[src/rtl/inst_prefetch_buf.sv]
// Instruction prefetch buffer: sequential ROM fetch ahead of the core, {pc, inst} FIFO, flush on redirect.
// Optional same-cycle bypass of an empty FIFO is enabled by defining INST_PREFETCH_BYPASS_EN.
module inst_prefetch_buf #(
  parameter int unsigned DEPTH    = 4,
  parameter logic [31:0] RESET_PC = 32'h0000_0000
) (
  input  logic        clk,
  input  logic        rst,
  input  logic        redirect_i,
  input  logic [31:0] redirect_pc_i,
  output logic        out_valid_o,
  input  logic        out_ready_i,
  output logic [31:0] out_pc_o,
  output logic [31:0] out_inst_o,
  output logic        rom_req_o,
  output logic [31:0] rom_addr_o,
  input  logic        rom_gnt_i,
  input  logic        rom_rvalid_i,
  input  logic [31:0] rom_rdata_i
);

  localparam int unsigned AW = $clog2(DEPTH);
  localparam int unsigned CW = AW + 1;
  localparam logic [CW:0] DEPTH_C = (CW + 1)'(DEPTH);

  typedef logic [AW-1:0] ptr_t;

  logic [31:0]   fpc;
  logic [CW-1:0] cnt, inflight, drop;
  logic [31:0]   pc_q [DEPTH];
  ptr_t          pq_wr, pq_rd;
  logic [31:0]   fifo_pc   [DEPTH];
  logic [31:0]   fifo_inst [DEPTH];
  ptr_t          wr_ptr, rd_ptr;

  logic [CW:0] credit_sum;
  logic        grant, resp, keep, empty, bypass, push, pop;
  logic [31:0] resp_pc;
  logic        unused_low_bits;

  assign unused_low_bits = ^redirect_pc_i[1:0];

  // In-flight requests plus buffered entries never exceed DEPTH, so pushes always fit.
  assign credit_sum = {1'b0, inflight} + {1'b0, cnt};
  assign rom_req_o  = !rst && !redirect_i && (credit_sum < DEPTH_C);
  assign rom_addr_o = fpc;

  assign grant   = rom_req_o && rom_gnt_i;
  assign resp    = rom_rvalid_i && (inflight != '0);
  assign keep    = resp && (drop == '0) && !redirect_i;
  assign empty   = (cnt == '0);
  assign resp_pc = pc_q[pq_rd];

`ifdef INST_PREFETCH_BYPASS_EN
  assign bypass = keep && empty;
`else
  assign bypass = 1'b0;
`endif

  assign out_valid_o = !redirect_i && (!empty || bypass);
  assign out_pc_o    = !empty ? fifo_pc[rd_ptr]   : (bypass ? resp_pc     : 32'h0);
  assign out_inst_o  = !empty ? fifo_inst[rd_ptr] : (bypass ? rom_rdata_i : 32'h0);

  assign pop  = out_valid_o && out_ready_i && !empty;
  assign push = keep && !(bypass && out_ready_i);

  always_ff @(posedge clk or posedge rst) begin
    if (rst) begin
      fpc      <= RESET_PC;
      cnt      <= '0;
      inflight <= '0;
      drop     <= '0;
      pq_wr    <= '0;
      pq_rd    <= '0;
      wr_ptr   <= '0;
      rd_ptr   <= '0;
    end else begin
      inflight <= inflight + CW'(grant) - CW'(resp);
      if (grant) pq_wr <= pq_wr + 1'b1;
      if (resp)  pq_rd <= pq_rd + 1'b1;

      if (redirect_i) begin
        fpc    <= {redirect_pc_i[31:2], 2'b00};
        // Everything still owed by the ROM belongs to the old stream, except a response landing now.
        drop   <= inflight - CW'(resp);
        cnt    <= '0;
        wr_ptr <= '0;
        rd_ptr <= '0;
      end else begin
        if (grant) fpc <= fpc + 32'd4;
        if (resp && (drop != '0)) drop <= drop - 1'b1;
        if (push) wr_ptr <= wr_ptr + 1'b1;
        if (pop)  rd_ptr <= rd_ptr + 1'b1;
        cnt <= cnt + CW'(push) - CW'(pop);
      end
    end
  end

  // NOTE: storage arrays carry no reset; the counters and pointers decide what is valid.
  always_ff @(posedge clk) begin
    if (grant) pc_q[pq_wr] <= fpc;
    if (push) begin
      fifo_pc[wr_ptr]   <= resp_pc;
      fifo_inst[wr_ptr] <= rom_rdata_i;
    end
  end

endmodule

[config.mk]
export PLATFORM = sky130hd
export DESIGN_NAME = inst_prefetch_buf
export DESIGN_NICKNAME = d
export VERILOG_FILES = /design/src/rtl/inst_prefetch_buf.sv
export SDC_FILE = /design/constraint.sdc
export NUM_CORES = 1
export LEC_CHECK = 0
export CAP_MARGIN = 20
export CORE_UTILIZATION = 51
export CTS_CLUSTER_DIAMETER = 80
export DETAILED_ROUTE_END_ITERATION = 10
export GPL_ROUTABILITY_DRIVEN = 0
export GPL_TIMING_DRIVEN = 1
export PLACE_DENSITY = 0.8
export SETUP_SLACK_MARGIN = 0.3
export SKIP_LAST_GASP = 1
export SLEW_MARGIN = 40
export SYNTH_ARGS = -nofsm -noshare
export SYNTH_HDL_FRONTEND = slang
export SYNTH_SLANG_ARGS = --single-unit
[constraint.sdc]
create_clock -name clk -period 3.37 [get_ports clk]
set_input_delay 0.337 -clock clk [delete_from_list [all_inputs] [get_ports clk]]
set_output_delay 0.337 -clock clk [all_outputs]
set_load 0.02 [all_outputs]
# Yosys cells after proc, flatten, opt, wreduce, memory -nomap -nowiden
# Memories as Yosys holds them, arrays and structs flattened.
# Cells that the tools add are included.
[totals]
register_bits = 49
latch_bits = 0
ram_bits = 384
mem_bits_ro = 0
input_bits = 70
output_inout_bits = 98
wordCells = 60
memories = 3
[op_classes]
addsub = 12
multipliers = 0
div = 0
order_cmp = 1
eq_ne = 0
shifts = 0
mux = 15
bitwise = 0
reduce_logical = 21
[mem_list]
columns = ["name", "depth", "word_bits", "read_ports", "rd_clocked_by_memory_dff", "write_ports", "line_no", "text"]
rows = [
  ["fifo_inst", 4, 32, 1, 0, 1, "33", "logic [31:0] fifo_inst [DEPTH];"],
  ["fifo_pc", 4, 32, 1, 0, 1, "32", "logic [31:0] fifo_pc [DEPTH];"],
  ["pc_q", 4, 32, 1, 0, 1, "30", "logic [31:0] pc_q [DEPTH];"],
]
[op_table]
columns = ["cell", "n"]
rows = [
  ["$mux 32", 4],
  ["$add 32x3->32 const B", 1],
  ["$logic_and 1x1->1", 10],
  ["$mux 3", 3],
  ["$sub 3x1->3", 3],
  ["$add 2x1->2 const B", 4],
  ["$mux 2", 4],
  ["$reduce_bool 2->1", 4],
  ["$add 3x1->3", 2],
  ["$logic_not 3->1", 2],
  ["$reduce_bool 3->1", 2],
  ["$add 3x3->4", 1],
  ["$lt 4x3->1 const B", 1],
  ["$mux 1", 4],
  ["$logic_not 1->1", 3],
  ["$sub 3x1->3 const B", 1],
]

# Longest topological paths before layout
[depth]
depth_word = 7
mapped_depth = 12
depth_no_buf = 11

# Worst setup path before layout
# OpenSTA, ideal clock, no wires.
[synth_path]
path_type = "register -> register"
startpoint = "reg inflight[2]"
endpoint = "mem pc_q[0][10], enable pin"
setup_ns = 0.390
arrival_time_ns = 2.894
required_ns = 2.980
path_slack_ns = 0.086
path_stages_with_launch = 7
n_path_buf = 2
period_less_slack_ns = 3.284
path_cell_list = "dfrtp_1 ha_1 or4_4 nor4b_4 buf_2 buf_2 and2_1"
[synth_between]
elab_chain_len = 6
[synth_lines]
columns = ["item", "line_no", "text"]
rows = [
  ["start: declaration", "29", "logic [CW-1:0] cnt, inflight, drop;"],
  ["start signal: assignment", "78", "inflight <= inflight + CW'(grant) - CW'(resp);"],
  ["$add 3x3->4", "44", "assign credit_sum = {1'b0, inflight} + {1'b0, cnt};"],
  ["$lt 4x3->1", "45", "assign rom_req_o = !rst && !redirect_i && (credit_sum < DEPTH_C);"],
  ["$logic_and 1x1->1", "45", ""],
  ["$logic_and 1x1->1", "48", "assign grant = rom_req_o && rom_gnt_i;"],
  ["$mux 1", "101", "if (grant) pc_q[pq_wr] <= fpc;"],
  ["$mux 1 (implied by the code)", "101", ""],
  ["end: declaration", "30", ""],
]
# No other way between the ends.

# Worst setup path after layout
[layout_path]
startpoint = "reg rd_ptr[0]"
endpoint = "out out_pc_o[23]"
[layout_between]
elab_chain_len = 2
[layout_lines]
columns = ["item", "line_no", "text"]
rows = [
  ["start: declaration", "34", "ptr_t wr_ptr, rd_ptr;"],
  ["start signal: assignment", "93", "if (pop) rd_ptr <= rd_ptr + 1'b1;"],
  ["$mem_v2 4x32", "-", ""],
  ["$mux 32", "61", "assign out_pc_o = !empty ? fifo_pc[rd_ptr] : (bypass ? resp_pc : 32'h0);"],
  ["end: declaration", "13", "output logic [31:0] out_pc_o,"],
]
# No other way between the ends.

==> results.json <==
{
  "status": "complete, no violations",
  "finClkSkew_ns": 0.0195,
  "reg2reg_slack_ns": 0.54,
  "worst-path-max-fanout": 9,
  "rsz0062_at_grt": "no",
  "die-area_um2": 33200,
  "synth_compound_area_share_pct": 2.33,
  "fin_nets": 1167,
  "hold_violations": 0,
  "internal_power_w": 0.0107,
  "p_sw_w": 0.00402,
  "grt_usage_pct": 20.7,
  "wl_per_cell_um": 21.6,
  "critPathRequiredTime_ns": 3.03,
  "worstSetupPathType": "reg2out",
  "p_per_area_nw_per_um2": 725,
  "clkPwrFrac_pct": 31.3,
  "synthToLayoutAreaGrowth_pct": 22.5,
  "numClockSinks": 415,
  "synth_mux_area_share_pct": 12.9,
  "htree_levels": 2,
  "slowest_delay_ns": 0.54,
  "synth_area_per_cell_um2": 18.8,
  "path_cells": "buf_4 -> mux4_2 -> and2_1 -> clkdlybuf4s50_1",
  "synth_ff_type": "edfxtp_1",
  "cts_tree": "yes",
  "synthDistinctLibCells": 44,
  "fin_crit_sh_pct": 86.9,
  "yosys_warnings": 0,
  "yosysSeqAreaShare_pct": 73.8,
  "n_fill_cell": 2146,
  "via_per_inst": 5.72,
  "dp_cells": 1465,
  "synth_area_leaders": "edfxtp_1 (67%), mux4_2 (13%), dfrtp_1 (7.1%)",
  "drv_cap": 0,
  "die_w_um": 182,
  "insertion_delay_ns": 0.54,
  "grt-ovfl-total": 0,
  "dpl_cell_area_um2": 18900,
  "vdd_drop_max_mv": 0.417,
  "std_cell_rows": 65,
  "ys_seq_elements": 415,
  "pwr-share-seq_pct": 44.6,
  "clock.fmax_mhz": 342,
  "maxSlewHeadroom_pct": 44.8,
  "grt_max_degree": 65,
  "power.total_w": 0.0147,
  "grt_pass1_vias": 9125,
  "r2r_cells": 6,
  "finalInstanceArea_um2": 20300,
  "cts_root_buffer": "clkbuf_16",
  "setup_viol": 0,
  "synthAdderAreaFrac_pct": 1.68,
  "end_kind": "output pin",
  "period_needed_ns": 2.93,
  "grt_antenna_before_repair": 0,
  "swShare_pct": 27.3,
  "synthXorXnorAreaFrac_pct": 0.687,
  "synth_area_um2": 16600,
  "cts_buffers": 42,
  "routed_wirelength_um": 33400,
  "rr_endpoint": "pc_q[3][25]",
  "critPathArrivalTime_ns": 2.59,
  "clk_path_buf_depth": 3,
  "start_util_pct": 52.1,
  "vias": 8842,
  "io_buffer_count": 161,
  "grt_pass1_wl_um": 52100,
  "worstMarginPinSlew_ns": 0.828,
  "synth_top_cell_area_share_pct": 66.7,
  "async_flop_share_pct": 11.3,
  "coreArea_um2": 31800,
  "drt_iter0_drc": 570,
  "slew_viol_final": 0,
  "path_clk_slew_ns": 0.06,
  "antenna_cells": 0,
  "place_ws_ns": 0.445,
  "synth_simple_gate_area_share_pct": 6.96,
  "io_pins": 168,
  "worst_path_max_delay_cell": "clkdlybuf4s50_1",
  "hold_path.class": "in2async",
  "fin_setup_tns_ns": 0,
  "critical_path.startpoint_type": "flip-flop",
  "fin_cells": 1545,
  "hpwl_um": 20300,
  "synth_largest_area_cell": "edfxtp_1",
  "drive_above_1_share_pct": 17.9,
  "die_h_um": 182,
  "p_leak_nw": 6.81,
  "synth_most_common_cell": "edfxtp_1",
  "r2r_start": "cnt[2]",
  "drc": 0,
  "fin_ws_ns": 0.442,
  "dr.pass1.iters": 5,
  "yosys-top-cells-count": "edfxtp_1 (368), mux4_2 (92), and2_1 (72)",
  "final_antenna_net_count": 0,
  "synth-edff-count": 368,
  "combPwrFrac_pct": 24.1,
  "postSynthCellCount": 883,
  "synth_top_family_by_area": "multiplexers"
}
==> metrics by stage <==
| step | hold slack, ns | util [%] |
|---|---|---|
| final | 0.182 | 63.9 |
| after global routing | 0.226 | 63.9 |
| after CTS | 0.194 | 63.8 |
| after detailed placement | 0.560 | 59.5 |
| after global placement | 0.524 | 59.4 |
| after floorplan | 0.436 | - |
==> worst max-delay path by stage <==
stage               depth (start not counted)  slack (ns)   startpoint               to
floorplan                                   5        0.31  inflight[1]  fifo_inst[0][0]
global placement                            7        0.47          rst    rom_addr_o[5]
detailed placement                          6        0.44          rst      pc_q[3][25]
CTS                                         4        0.34  inflight[2]        rom_req_o
global route                                4        0.34       cnt[1]     out_pc_o[23]
finish                                      4        0.44    rd_ptr[0]     out_pc_o[23]
==> routing by layer <==
| metal | global-route usage, % | wire length [µm] | vias to the layer above |
|---|---|---|---|
| li1 | - | - | 3881 |
| met1 | 27.9 | 13900 | 4520 |
| met2 | 34.6 | 16500 | 383 |
| met3 | 3.93 | 2250 | 58 |
| met4 | 6.18 | 715 | 0 |
| met5 | 0 | 0 | - |
==> worst max-delay path: cells and delay by family, from the launching register on <==
| family | cells | cell delay [ns] |
|---|---|---|
| AND/OR/NAND/NOR | 1 | 0.20 |
| multiplexers | 1 | 0.52 |
| flip-flops | 1 | 0.53 |
| buffers and inverters | 2 | 0.80 |
==> area by class of cell <==
cell class              instances  area (µm²)  area share [%]
clock buffers                  55        1170            5.78
clock inverters                23         204            1.00
inverters                      21        78.8           0.388
multi-input cells             404        4100            20.2
flip-flops and latches        415       12200            60.2
well taps                     435         544            2.68
repair buffers                192        1970            9.72
==> logic make-up (layout without fill, tap and decap cells) <==
kind of cell | count (synthesis) | in the layout
AO/OA/AOI/OAI | 60 | 60
flip-flops | 415 | 415
adder cells (fa/ha/maj) | 21 | 21
buffers and inverters | 67 | 291
AND/OR/NAND/NOR | 208 | 208
other | 1 | 4
XOR/XNOR | 13 | 13
multiplexers | 98 | 98
==> repair_timing <==
action | in CTS | in global routing
hold buffers | 0 | 0
endpoints found under the setup margin | 48 | 2
setup buffers | 2 | 0
gates resized for setup | 1 | 2
pin swaps | 0 | 0
==> sequential cells by signal (all words and copies together) (netlist names), 3 cells and up <==
signal	cells
cnt	3
drop	3
fifo_inst	128
fifo_pc	120
inflight	3
pc_q	120
rom_addr_o	30
==> power groups by stage <==
stage          combinational [W]  clock [W]  sequential [W]
2_1_floorplan            0.00229          0         0.00648
3_3_place_gp             0.00345          0         0.00668
3_5_place_dp             0.00353          0         0.00671
4_1_cts                  0.00363    0.00468         0.00657
5_1_grt                  0.00382    0.00490         0.00661
6_report                 0.00355    0.00461         0.00657
==> cell usage in the layout (no fill, tap or decap), types with 9 or more instances in the layout <==
master / netlist / layout
dfrtp_1: 47 / 43
buf_4: 4 / 20
ha_1: 19 / 19
and3_1: 9 / 9
nor2_1: 27 / 26
xnor2_1: 9 / 9
nand3_1: 13 / 13
edfxtp_1: 368 / 368
a21oi_1: 10 / 10
clkinv_1: 0 / 14
clkbuf_1: 24 / 9
clkbuf_16: 0 / 45
o21ai_0: 23 / 23
mux4_2: 92 / 92
nand2_1: 42 / 42
nand4_1: 14 / 14
clkdlybuf4s50_1: 0 / 158
and2_1: 72 / 64
buf_12: 0 / 10
inv_1: 20 / 19
(Power assumes the default switching activity.)
